**src/rtl/mem_stage_pkg.sv**
```systemverilog
// mem_stage_pkg: shared constants for the MEM stage (load-op encoding, bundle widths, exception flag positions)
package mem_stage_pkg;
  localparam int EX_ZIP_W_DEF = 87;
  localparam int TLB_ZIP_W_DEF = 10;
  localparam int TLB_EXC_W_DEF = 8;
  localparam int LD_OP_W = 5;
  localparam int LD_B = 0;
  localparam int LD_BU = 1;
  localparam int LD_H = 2;
  localparam int LD_HU = 3;
  localparam int LD_W = 4;
  // ex_zip[6:0] are exception flags; ertn and refetch markers sit just above them
  localparam int EXC_FLAGS_W = 7;
  localparam int EZ_ERTN = 7;
  localparam int EZ_REFETCH = 8;
endpackage

```
**src/rtl/mem_stage_load_align.sv**
```systemverilog
// mem_load_align: byte/half select and sign/zero extension of load data
module mem_load_align
  import mem_stage_pkg::*;
(
  input  logic [31:0]        rdata,
  input  logic [1:0]         addr,
  input  logic [LD_OP_W-1:0] ld_op,
  output logic [31:0]        data
);
  logic [7:0]  b;
  logic [15:0] h;
  always_comb begin
    b = rdata[{addr, 3'b000} +: 8];
    h = addr[1] ? rdata[31:16] : rdata[15:0];
    data = ld_op[LD_B]  ? {{24{b[7]}}, b} :
           ld_op[LD_BU] ? {24'b0, b} :
           ld_op[LD_H]  ? {{16{h[15]}}, h} :
           ld_op[LD_HU] ? {16'b0, h} : rdata;
  end
endmodule

```
**src/rtl/mem_stage.sv**
```systemverilog
// mem_stage: MEM pipeline stage; waits on data-SRAM responses, aligns loads,
// and drops responses owed to flushed instructions via a small counter.
module mem_stage
  import mem_stage_pkg::*;
#(
  parameter int EX_ZIP_W  = EX_ZIP_W_DEF,
  parameter int TLB_ZIP_W = TLB_ZIP_W_DEF,
  parameter int TLB_EXC_W = TLB_EXC_W_DEF
) (
  input  logic                 clk,
  input  logic                 resetn,
  output logic                 ms_allowin,
  input  logic                 es_to_ms_valid,
  input  logic [31:0]          es_pc,
  input  logic [31:0]          es_result,
  input  logic [4:0]           es_rf_waddr,
  input  logic                 es_rf_we,
  input  logic                 es_mem_req,
  input  logic [LD_OP_W-1:0]   es_ld_op,
  input  logic                 es_csr_re,
  input  logic [EX_ZIP_W-1:0]  es_ex_zip,
  input  logic [TLB_ZIP_W-1:0] es_tlb_zip,
  input  logic [TLB_EXC_W-1:0] es_tlb_exc,
  input  logic                 data_sram_data_ok,
  input  logic [31:0]          data_sram_rdata,
  input  logic                 ws_allowin,
  input  logic                 wb_ex,
  input  logic                 ertn_flush,
  input  logic                 wb_refetch_flush,
  output logic                 ms_to_ws_valid,
  output logic [31:0]          ms_pc,
  output logic [31:0]          ms_rf_wdata,
  output logic [4:0]           ms_rf_waddr,
  output logic                 ms_rf_we,
  output logic                 ms_csr_re,
  output logic [31:0]          ms_result,
  output logic [EX_ZIP_W-1:0]  ms_ex_zip,
  output logic [TLB_ZIP_W-1:0] ms2ws_tlb_zip,
  output logic [TLB_EXC_W-1:0] ms2ws_tlb_exc,
  output logic                 ms_fwd_we,
  output logic [4:0]           ms_fwd_waddr,
  output logic [31:0]          ms_fwd_wdata,
  output logic                 ms_ld_block,
  output logic                 ms_ex_block
);
  logic                 ms_valid_q, ms_valid_d;
  logic [31:0]          pc_q, pc_d, result_q, result_d;
  logic [4:0]           waddr_q, waddr_d;
  logic                 we_q, we_d, mem_req_q, mem_req_d, csr_re_q, csr_re_d;
  logic [LD_OP_W-1:0]   ld_op_q, ld_op_d;
  logic [EX_ZIP_W-1:0]  ex_zip_q, ex_zip_d;
  logic [TLB_ZIP_W-1:0] tlb_zip_q, tlb_zip_d;
  logic [TLB_EXC_W-1:0] tlb_exc_q, tlb_exc_d;
  logic                 buf_valid_q, buf_valid_d;
  logic [31:0]          buf_data_q, buf_data_d;
  logic [1:0]           drop_cnt_q, drop_cnt_d;
  logic                 flush, has_exc, data_ok_use, ready_go, accept, moves, buf_set;
  logic [2:0]           drop_sum;
  logic [31:0]          load_data;
  mem_load_align u_align (
    .rdata(buf_valid_q ? buf_data_q : data_sram_rdata),
    .addr (result_q[1:0]),
    .ld_op(ld_op_q),
    .data (load_data)
  );
  always_comb begin
    flush = wb_ex | ertn_flush | wb_refetch_flush;
    has_exc = (|ex_zip_q[EXC_FLAGS_W-1:0]) | (|tlb_exc_q);
    data_ok_use = data_sram_data_ok & (drop_cnt_q == 2'd0);
    ready_go = ~mem_req_q | has_exc | buf_valid_q | data_ok_use;
    ms_allowin = ~ms_valid_q | (ready_go & ws_allowin);
    accept = es_to_ms_valid & ms_allowin;
    moves = ms_valid_q & ready_go & ws_allowin;
    ms_valid_d = flush ? 1'b0 : ms_allowin ? es_to_ms_valid : ms_valid_q;
    pc_d = accept ? es_pc : pc_q;
    result_d = accept ? es_result : result_q;
    waddr_d = accept ? es_rf_waddr : waddr_q;
    we_d = accept ? es_rf_we : we_q;
    mem_req_d = accept ? es_mem_req : mem_req_q;
    ld_op_d = accept ? es_ld_op : ld_op_q;
    csr_re_d = accept ? es_csr_re : csr_re_q;
    ex_zip_d = accept ? es_ex_zip : ex_zip_q;
    tlb_zip_d = accept ? es_tlb_zip : tlb_zip_q;
    tlb_exc_d = accept ? es_tlb_exc : tlb_exc_q;
    // hold a consumed response while WB stalls so it is not waited for again
    buf_set = ms_valid_q & mem_req_q & ~buf_valid_q & data_ok_use & ~ws_allowin;
    buf_valid_d = (flush | moves) ? 1'b0 : buf_set ? 1'b1 : buf_valid_q;
    buf_data_d = buf_set ? data_sram_rdata : buf_data_q;
    // responses still owed to flushed requests, in arrival order ahead of any new one
    drop_sum = {1'b0, drop_cnt_q}
             + (flush ? {2'b0, ms_valid_q & mem_req_q & ~buf_valid_q & ~data_ok_use} : 3'd0)
             + (flush ? {2'b0, accept & es_mem_req} : 3'd0)
             - {2'b0, data_sram_data_ok & (drop_cnt_q != 2'd0)};
    drop_cnt_d = (drop_sum > 3'd3) ? 2'd3 : drop_sum[1:0];
    ms_to_ws_valid = ms_valid_q & ready_go & ~flush;
    ms_rf_wdata = (|ld_op_q) ? load_data : result_q;
    ms_fwd_we = ms_valid_q & we_q & ~csr_re_q;
    ms_fwd_waddr = waddr_q;
    ms_fwd_wdata = ms_rf_wdata;
    ms_ld_block = ms_valid_q & (|ld_op_q) & ~ready_go;
    ms_ex_block = ms_valid_q & (has_exc | ex_zip_q[EZ_ERTN] | ex_zip_q[EZ_REFETCH]);
  end
  always_ff @(posedge clk) begin
    if (!resetn) begin
      ms_valid_q <= 1'b0;
      pc_q <= '0;
      result_q <= '0;
      waddr_q <= '0;
      we_q <= 1'b0;
      mem_req_q <= 1'b0;
      ld_op_q <= '0;
      csr_re_q <= 1'b0;
      ex_zip_q <= '0;
      tlb_zip_q <= '0;
      tlb_exc_q <= '0;
      buf_valid_q <= 1'b0;
      buf_data_q <= '0;
      drop_cnt_q <= '0;
    end else begin
      ms_valid_q <= ms_valid_d;
      pc_q <= pc_d;
      result_q <= result_d;
      waddr_q <= waddr_d;
      we_q <= we_d;
      mem_req_q <= mem_req_d;
      ld_op_q <= ld_op_d;
      csr_re_q <= csr_re_d;
      ex_zip_q <= ex_zip_d;
      tlb_zip_q <= tlb_zip_d;
      tlb_exc_q <= tlb_exc_d;
      buf_valid_q <= buf_valid_d;
      buf_data_q <= buf_data_d;
      drop_cnt_q <= drop_cnt_d;
    end
  end
  assign ms_pc = pc_q;
  assign ms_result = result_q;
  assign ms_rf_waddr = waddr_q;
  assign ms_rf_we = we_q;
  assign ms_csr_re = csr_re_q;
  assign ms_ex_zip = ex_zip_q;
  assign ms2ws_tlb_zip = tlb_zip_q;
  assign ms2ws_tlb_exc = tlb_exc_q;
endmodule

```
**config.mk**
```make
export PLATFORM = sky130hd
export DESIGN_NAME = mem_stage
export DESIGN_NICKNAME = d
export VERILOG_FILES = /design/src/rtl/mem_stage_pkg.sv /design/src/rtl/mem_stage_load_align.sv /design/src/rtl/mem_stage.sv
export SDC_FILE = /design/constraint.sdc
export NUM_CORES = 1
export LEC_CHECK = 0
export CAP_MARGIN = 20
export CORE_MARGIN = 5
export CORE_UTILIZATION = 25
export CTS_CLUSTER_DIAMETER = 100
export DETAILED_ROUTE_END_ITERATION = 10
export PLACE_DENSITY = 0.56
export SYNTH_ARGS = -nofsm -noshare
export SYNTH_HDL_FRONTEND = slang
export SYNTH_SLANG_ARGS = --single-unit
```
**constraint.sdc**
```tcl
create_clock -name clk -period 2.5 [get_ports clk]
set_input_delay 0.5 -clock clk [delete_from_list [all_inputs] [get_ports clk]]
set_output_delay 0.5 -clock clk [all_outputs]
set_load 0.03 [all_outputs]
```
==> key figures, run 1 <==
Finish
  – NumNets Final: 1,876
  – Ratio of cells with drive above 1 in the final layout: 0.172
  – Layout area overhead: 66.8%
  – Reg area: 4380 µm²
  – Number of fillers in the final layout: between 3,000 and 4,000
  – Area occupied by multi-input gates: 5420 µm²
  – Core Util, Final: 0.421
  – Final Cell Area: 17,200 µm²

Placement
  – Cell Area, Placed: ~16,000 µm²
  – Post-detail-place hpwl: between 30,000 and 40,000 µm
  – Buffers on Ports: about 470
  – Gp weighted congestion: 0.838

Pwr
  – Switching part of the total: 0.311
  – P_leak: 7.08 nW
  – Register share of total power: 0.351
  – Comb power frac: 0.301
  – Peak VDD IR: ~0.67 mV
  – Clock Power Share: 0.348
  – Pint: between 7 and 8 mW
  – Pwr/cell area: between 600 and 700 nW/µm²
  – P_sw: about 3.4 mW

Yosys
  – Post-synth EDFFs: 0
  – Count leader, synth: nand2_1
  – Syn_area_per_cell: between 8 and 9 µm²
  – Mapped Cells: 1,180
  – Syn nets: roughly 1,400
  – Synth Flop Type: dfxtp_1
  – Synth Register Bits: about 220
  – Synth top area share: 0.423
  – Top cells by count, synth: nand2_1 (434), dfxtp_1 (218), mux2i_1 (208)
  – Synth unique cells: 54
  – Ys async rst share: 0
  – Sequential area share after synthesis: 0.423
  – Yosys Warn Count: 0
  – Post-Syn Area: around 10,000 µm²
  – Top cells by area, synth: dfxtp_1 (42%), mux2i_1 (20%), nand2_1 (16%)
  – Cell accounting for the most synthesized area: dfxtp_1

Hold path
  – Worst Hold Launch: resetn
  – Hold Crit Endpoint: ms_ex_zip[85]
  – Hold Path Class: input port to flip-flop
  – Hold Path Cell Cnt: 3

CTS
  – TritonCTS clock tree: done
  – Clk_lat worst skew: 0.55 ns
  – Clock root cell: clkbuf_16
  – Clock Path Buffers: 3
  – H-tree depth: 1
  – Clock Pin Slew Worst Setup and Hold Paths: 0.06 ns
  – CTS Buf Count: 27
  – Clock Sink Count: approximately 220
  – Hold buffers post-CTS: 0

Routing
  – Vias/cell: 4.43
  – Initial DRC count: around 430
  – Antenna violation net count after detailed routing: 0
  – Routed vias: roughly 9,800
  – Routed WL: ~41,000 µm
  – Wire length per cell: 18.5 µm
  – Initial DRT Pass Iterations: 6
  – Drt drc: 0

Worst setup path
  – Cell count of the worst reg-to-reg path: 10
  – WP data required: around 2.0 ns
  – CP startpoint kind: flip-flop
  – Kind of end point of the critical path: primary output
  – R2R setup slack: -0.06 ns
  – CP Class: flip-flop to primary output
  – Worst Path Max Fanout: 16
  – Crit Reg-Reg Startpoint: ms2ws_tlb_exc[7]
  – Arrival time at the worst endpoint: between 2 and 2.5 ns
  – FF-to-FF End: drop_cnt_q[0]

Die
  – Die height: approximately 210 µm
  – Rows: 74
  – Core ar.: approximately 40,000 µm²
  – Die width: roughly 210 µm
  – Initial core utilization: 0.253
  – Die area: between 40,000 and 50,000 µm²
  – I/O pin total: between 400 and 500

STA
  – Final setup fails: just under 70
  – Peak Freq: about 0.34 GHz
  – Rel. slew slack: 0.563
  – Unrepaired setup endpoints after global routing: true
  – Final Hold Vio Count: 0
  – Max Clock Skew: ~0.02 ns
  – Setup TNS Final: -24.48 ns
  – Max-slew violations: 0
  – Final worst path period need: about 3 ns
  – Final period utilization: 1.17
  – Final worst slack: -0.431 ns
  – Measured slew at the worst slew-check pin: between 0.6 and 0.7 ns

Global route
  – Initial antenna violation count: 3
  – Largest net degree at the start of global routing: 92
  – Vias in the first global route: slightly above 10,000
  – GRT Total Usage: 0.168
  – Gr ovfl total: 0
  – First-pass GRT wire length: approximately 60,000 µm

Job
  – Max-cap violations: 0

Outcome
  – Status: complete, but fails checks
  – Failing checks: setup timing
-- state kept, by name, indices dropped and copies added, names as in the netlist --
| name | cells |
|---|---|
| ms_rf_we | 1 |
| ld_op_q | 5 |
| mem_req_q | 1 |
| ms_valid_q | 1 |
| buf_data_q | 32 |
| ms_pc | 32 |
| ms2ws_tlb_exc | 8 |
| drop_cnt_q | 2 |
| ms_csr_re | 1 |
| buf_valid_q | 1 |
| ms2ws_tlb_zip | 10 |
| ms_ex_zip | 87 |
| ms_result | 32 |
| ms_fwd_waddr | 5 |
-- what timing repair did --
action / 4_1_cts / 5_1_grt
endpoints found under the hold margin: 0 / 0
pin swaps: 15 / 7
gates resized for setup: 142 / 13
endpoints found under the setup margin: 71 / 70
setup buffers: 14 / 5
gates cloned: 0 / 0
-- worst max-delay path, cell delays in order, from the launching register on --
cell and delay, ns:
dfxtp_4 0.39, mux4_2 0.55, mux2i_4 0.19, buf_6 0.13, o21ai_4 0.06, buf_12 0.16, o22a_4 0.25, buf_6 0.14
-- power groups by stage --
stage / clock (mW) / combinational [mW] / sequential (mW)
finish: 3.80 / 3.29 / 3.83
global route: 4.10 / 3.48 / 3.86
CTS: 3.94 / 3.29 / 3.83
detailed placement: 0 / 3.02 / 3.90
global placement: 0 / 3.00 / 3.89
floorplan: 0 / 1.40 / 4.23
-- kinds of logic after synthesis --
group           count (synthesis)  share of synthesized area
flops                         218                      0.423
xor+xnor                        1                   0.000849
compound gates                118                     0.0860
fa+ha+maj                       3                    0.00509
simple gates                  481                      0.182
buf+inv                       140                     0.0856
mux                           219                      0.217
-- metrics by stage --
step           worst slack, ns  std cells  total power, mW  hold WS (ns)
2_1_floorplan          -0.0598       1180             5.62         0.440
3_3_place_gp            -0.467       2139             6.89         0.441
3_5_place_dp            -0.511       2139             6.92         0.447
4_1_cts                 -0.456       2198             11.1         0.445
5_1_grt                 -0.509       2202             11.4         0.469
6_report                -0.431       2205             10.9         0.443
-- worst max path at each step --
stage                        startpoint                to  slack [ns]  depth (start not counted)
floorplan             data_sram_data_ok     drop_cnt_q[0]       -0.06                         10
global placement    data_sram_rdata[31]    ms_rf_wdata[7]       -0.47                          6
detailed placement  data_sram_rdata[31]    ms_rf_wdata[7]       -0.51                          6
CTS                         buf_valid_q  ms_fwd_wdata[15]       -0.46                          6
global route                buf_valid_q  ms_fwd_wdata[15]       -0.51                          6
finish                      buf_valid_q  ms_fwd_wdata[30]       -0.43                          7
-- placed cells by master, fill, tap and decap left out, types with 5 or more instances in the layout --
| master | synthesis | final |
|---|---|---|
| dfxtp_2 | 0 | 10 |
| a221o_2 | 0 | 8 |
| buf_6 | 20 | 73 |
| nand2_1 | 434 | 434 |
| a21oi_1 | 22 | 21 |
| o21ai_0 | 9 | 6 |
| dfxtp_1 | 218 | 206 |
| clkbuf_8 | 4 | 6 |
| a21boi_0 | 32 | 32 |
| o22a_1 | 10 | 9 |
| buf_12 | 0 | 21 |
| clkbuf_1 | 52 | 11 |
| clkdlybuf4s50_1 | 0 | 401 |
| inv_1 | 11 | 11 |
| mux2i_1 | 208 | 204 |
| buf_4 | 37 | 73 |
| nor2_1 | 19 | 12 |
| clkbuf_16 | 0 | 27 |
| o22a_4 | 0 | 7 |
| a221oi_2 | 0 | 5 |
| a22o_1 | 5 | 5 |
-- layout make-up --
cell class | count | share of cell area
multi-input cells | 822 | 0.315
well taps | 532 | 0.0387
clock inverters | 4 | 0.00284
flip-flops and latches | 218 | 0.255
diodes | 3 | 0.000436
clock buffers | 44 | 0.0465
repair buffers | 571 | 0.340
inverters | 11 | 0.00240
-- per-layer routing --
metal  global-route usage  vias up  part of all wire
met5                    0        -           0.00032
met4               0.0534        2             0.028
met3               0.0611       56              0.10
met2                0.299      355              0.49
met1                0.186     4504              0.38
li1                     -     4845                 -
(Power assumes the default switching activity.)
==> run 2: changes to the inputs <==
TNS_END_PERCENT = 30   (was not set)
==> run 2 against run 1 <==
- the run still ends with setup timing left
- worst hold slack got worse by 0.11 ns
- register-to-register slack better by 0.04 ns
- sequential power about the same
- utilization fell by 0.81 points
- first-iteration DRC count rose by 1.2%
- clock power fell by 3%
- combinational power down 2%
- total power is 1.8% lower
- critical path type unchanged
- sequential cell count unchanged
- count of clock-buffer cells in the layout shrank 3
- critical path depth stayed put
==> key figures, run 2 (synthesis gave the netlist of run 1 again) <==
Global route
  – First-pass GRT wire length: 59,800 µm (was 59,700 µm)
  – Vias in the first global route: 10,000 (was 10,100)
  – Initial antenna violation count: 8 (was 3)
  – Gr ovfl total: 0 (unchanged)
  – Largest net degree at the start of global routing: 80 (was 92)
  – GRT Total Usage: 0.169 (was 0.168)

STA
  – Final worst path period need: 2.88 ns (was 2.93 ns)
  – Peak Freq: 0.347 GHz (was 0.341 GHz)
  – Max-slew violations: 0 (unchanged)
  – Max Clock Skew: 0.0289 ns (was 0.0198 ns)
  – Final setup fails: 70 (was 69)
  – Measured slew at the worst slew-check pin: 0.635 ns (was 0.655 ns)
  – Unrepaired setup endpoints after global routing: true (unchanged)
  – Final worst slack: -0.382 ns (was -0.431 ns)
  – Final period utilization: 1.15 (was 1.17)
  – Rel. slew slack: 0.577 (was 0.563)
  – Final Hold Vio Count: 0 (unchanged)
  – Hold slack: 0.330 ns (was 0.443 ns)

CTS
  – H-tree depth: 1 (unchanged)
  – Clk_lat worst skew: 0.55 ns (about the same)
  – Clock Path Buffers: 3 (unchanged)
  – Hold buffers post-CTS: 0 (unchanged)
  – Clock root cell: clkbuf_16 (unchanged)
  – CTS Buf Count: 27 (unchanged)
  – Clock Sink Count: 218 (unchanged)
  – Clock Pin Slew Worst Setup and Hold Paths: 0.06 ns (about the same)
  – TritonCTS clock tree: done (unchanged)

Placement
  – Post-detail-place hpwl: 31,500 µm (was 31,000 µm)
  – Gp weighted congestion: 0.897 (was 0.838)
  – Buffers on Ports: 471 (unchanged)

Worst setup path
  – Kind of end point of the critical path: primary output (unchanged)
  – CP startpoint kind: flip-flop (unchanged)
  – CP Class: flip-flop to primary output (unchanged)
  – WP data required: 2.00 ns (about the same)
  – Worst Path Max Fanout: 8 (was 16)
  – Arrival time at the worst endpoint: 2.38 ns (was 2.43 ns)

Pwr
  – P_leak: 6.94 nW (was 7.08 nW)
  – Pwr Total: 10.7 mW (was 10.9 mW)
  – Pwr/cell area: 636 nW/µm² (was 635 nW/µm²)
  – Peak VDD IR: 0.524 mV (was 0.667 mV)

Finish
  – Max FFs per register: 87 (unchanged)
  – Number of fillers in the final layout: 4,050 (was 3,979)
  – Area occupied by multi-input gates: 5340 µm² (was 5420 µm²)
  – Ratio of cells with drive above 1 in the final layout: 0.167 (was 0.172)
  – Commonest non-fill, non-tap cell in the layout: nand2_1 (unchanged)
  – Layout area overhead: 63.6% (was 66.8%)
  – NumNets Final: 1,867 (was 1,876)
  – Reg area: 4390 µm² (was 4380 µm²)
  – Commonest cells after routing, fill and taps aside: nand2_1 (434), clkdlybuf4s50_1 (401), mux2i_1 (208), dfxtp_1 (205), buf_4 (90) (was nand2_1 (434), clkdlybuf4s50_1 (401), dfxtp_1 (206), mux2i_1 (204))

Die
  – Initial core utilization: 0.253 (unchanged)
  – Die width: 213 µm (unchanged)
  – Rows: 74 (unchanged)
  – Die area: 45,400 µm² (unchanged)
  – I/O pin total: 472 (unchanged)
  – Core ar.: 40,800 µm² (unchanged)
  – Die height: 213 µm (unchanged)

Routing
  – Initial DRT Pass Iterations: 5 (was 6)
  – Drt drc: 0 (unchanged)
  – Initial DRC count: 439 (was 434)
  – Antenna violation net count after detailed routing: 0 (unchanged)
  – Routed WL: 40,600 µm (was 40,800 µm)
  – Vias/cell: 4.48 (was 4.43)
  – Routed vias: 9,811 (was 9,762)
  – Wire length per cell: 18.5 µm (about the same)

Outcome
  – Failing checks: setup timing (unchanged)
  – Status: complete, but fails checks (unchanged)

Job
  – Max-cap violations: 0 (unchanged)

Hold path
  – Hold Path Class: input port to flip-flop (unchanged)
-- run 2: layer usage --
| layer | global-route usage | wire length, µm | up-vias | share of wire |
|---|---|---|---|---|
| met1 | 0.192 | 15600 | 4523 | 0.38 |
| met4 | 0.0545 | 1210 | 6 | 0.030 |
| met5 | 0 | 28 | - | 0.00069 |
| met2 | 0.295 | 19900 | 378 | 0.49 |
| met3 | 0.0592 | 3880 | 73 | 0.096 |
| li1 | - | - | 4831 | - |
-- run 2: power breakdown --
group	internal (mW)	switching, mW
registers	3.68	0.149
logic	1.51	1.70
clock network	2.17	1.51
total	7.37	3.36
-- run 2: critical path, cell delays in order, from the launching register on --
cell and delay, ns:
dfxtp_2 0.32, or4_4 0.55, buf_8 0.15, nor2_4 0.07, buf_6 0.15, buf_6 0.13, a221o_1 0.28, buf_6 0.17
-- run 2: final cells by class --
class | count | share of cell area
multi-input combinational | 822 | 0.316
inverter | 11 | 0.00245
sequential | 218 | 0.260
clock buffer | 41 | 0.0449
timing repair buffer | 562 | 0.334
antenna | 1 | 0.000148
tap | 532 | 0.0394
clock inverter | 5 | 0.00341
-- run 2: final timing paths --
check | startpoint | endpoint | slack (ns) | cells after the start
max reg2reg | ms2ws_tlb_exc[1] | drop_cnt_q[1] | -0.02 | 9
max | ld_op_q[1] | ms_rf_wdata[13] | -0.38 | 7
min reg2reg | ms_ex_zip[50] | ms_ex_zip[50] | 0.46 | 2
min | resetn | ms_ex_zip[78] | 0.33 | 3
-- run 2: metrics by stage --
stage	setup WS, ns	setup TNS (ns)	std cells	utilization	cell area, µm²
final	-0.382	-21.95	2192	0.413	16900
after detailed placement	-0.564	-21.66	2139	0.381	15500
after global routing	-0.465	-28.12	2191	0.413	16900
after floorplan	-0.0598	-0.148	1180	-	10400
after global placement	-0.520	-14.71	2139	0.381	15500
after CTS	-0.429	-25.54	2188	0.411	16800
-- run 2: what timing repair did --
| item | 4_1_cts | 5_1_grt |
|---|---|---|
| setup buffers | 6 | 3 |
| pin swaps | 11 | 3 |
| cloned | 1 | 0 |
| endpoints found under the setup margin | 71 | 70 |
| resized for setup | 98 | 20 |
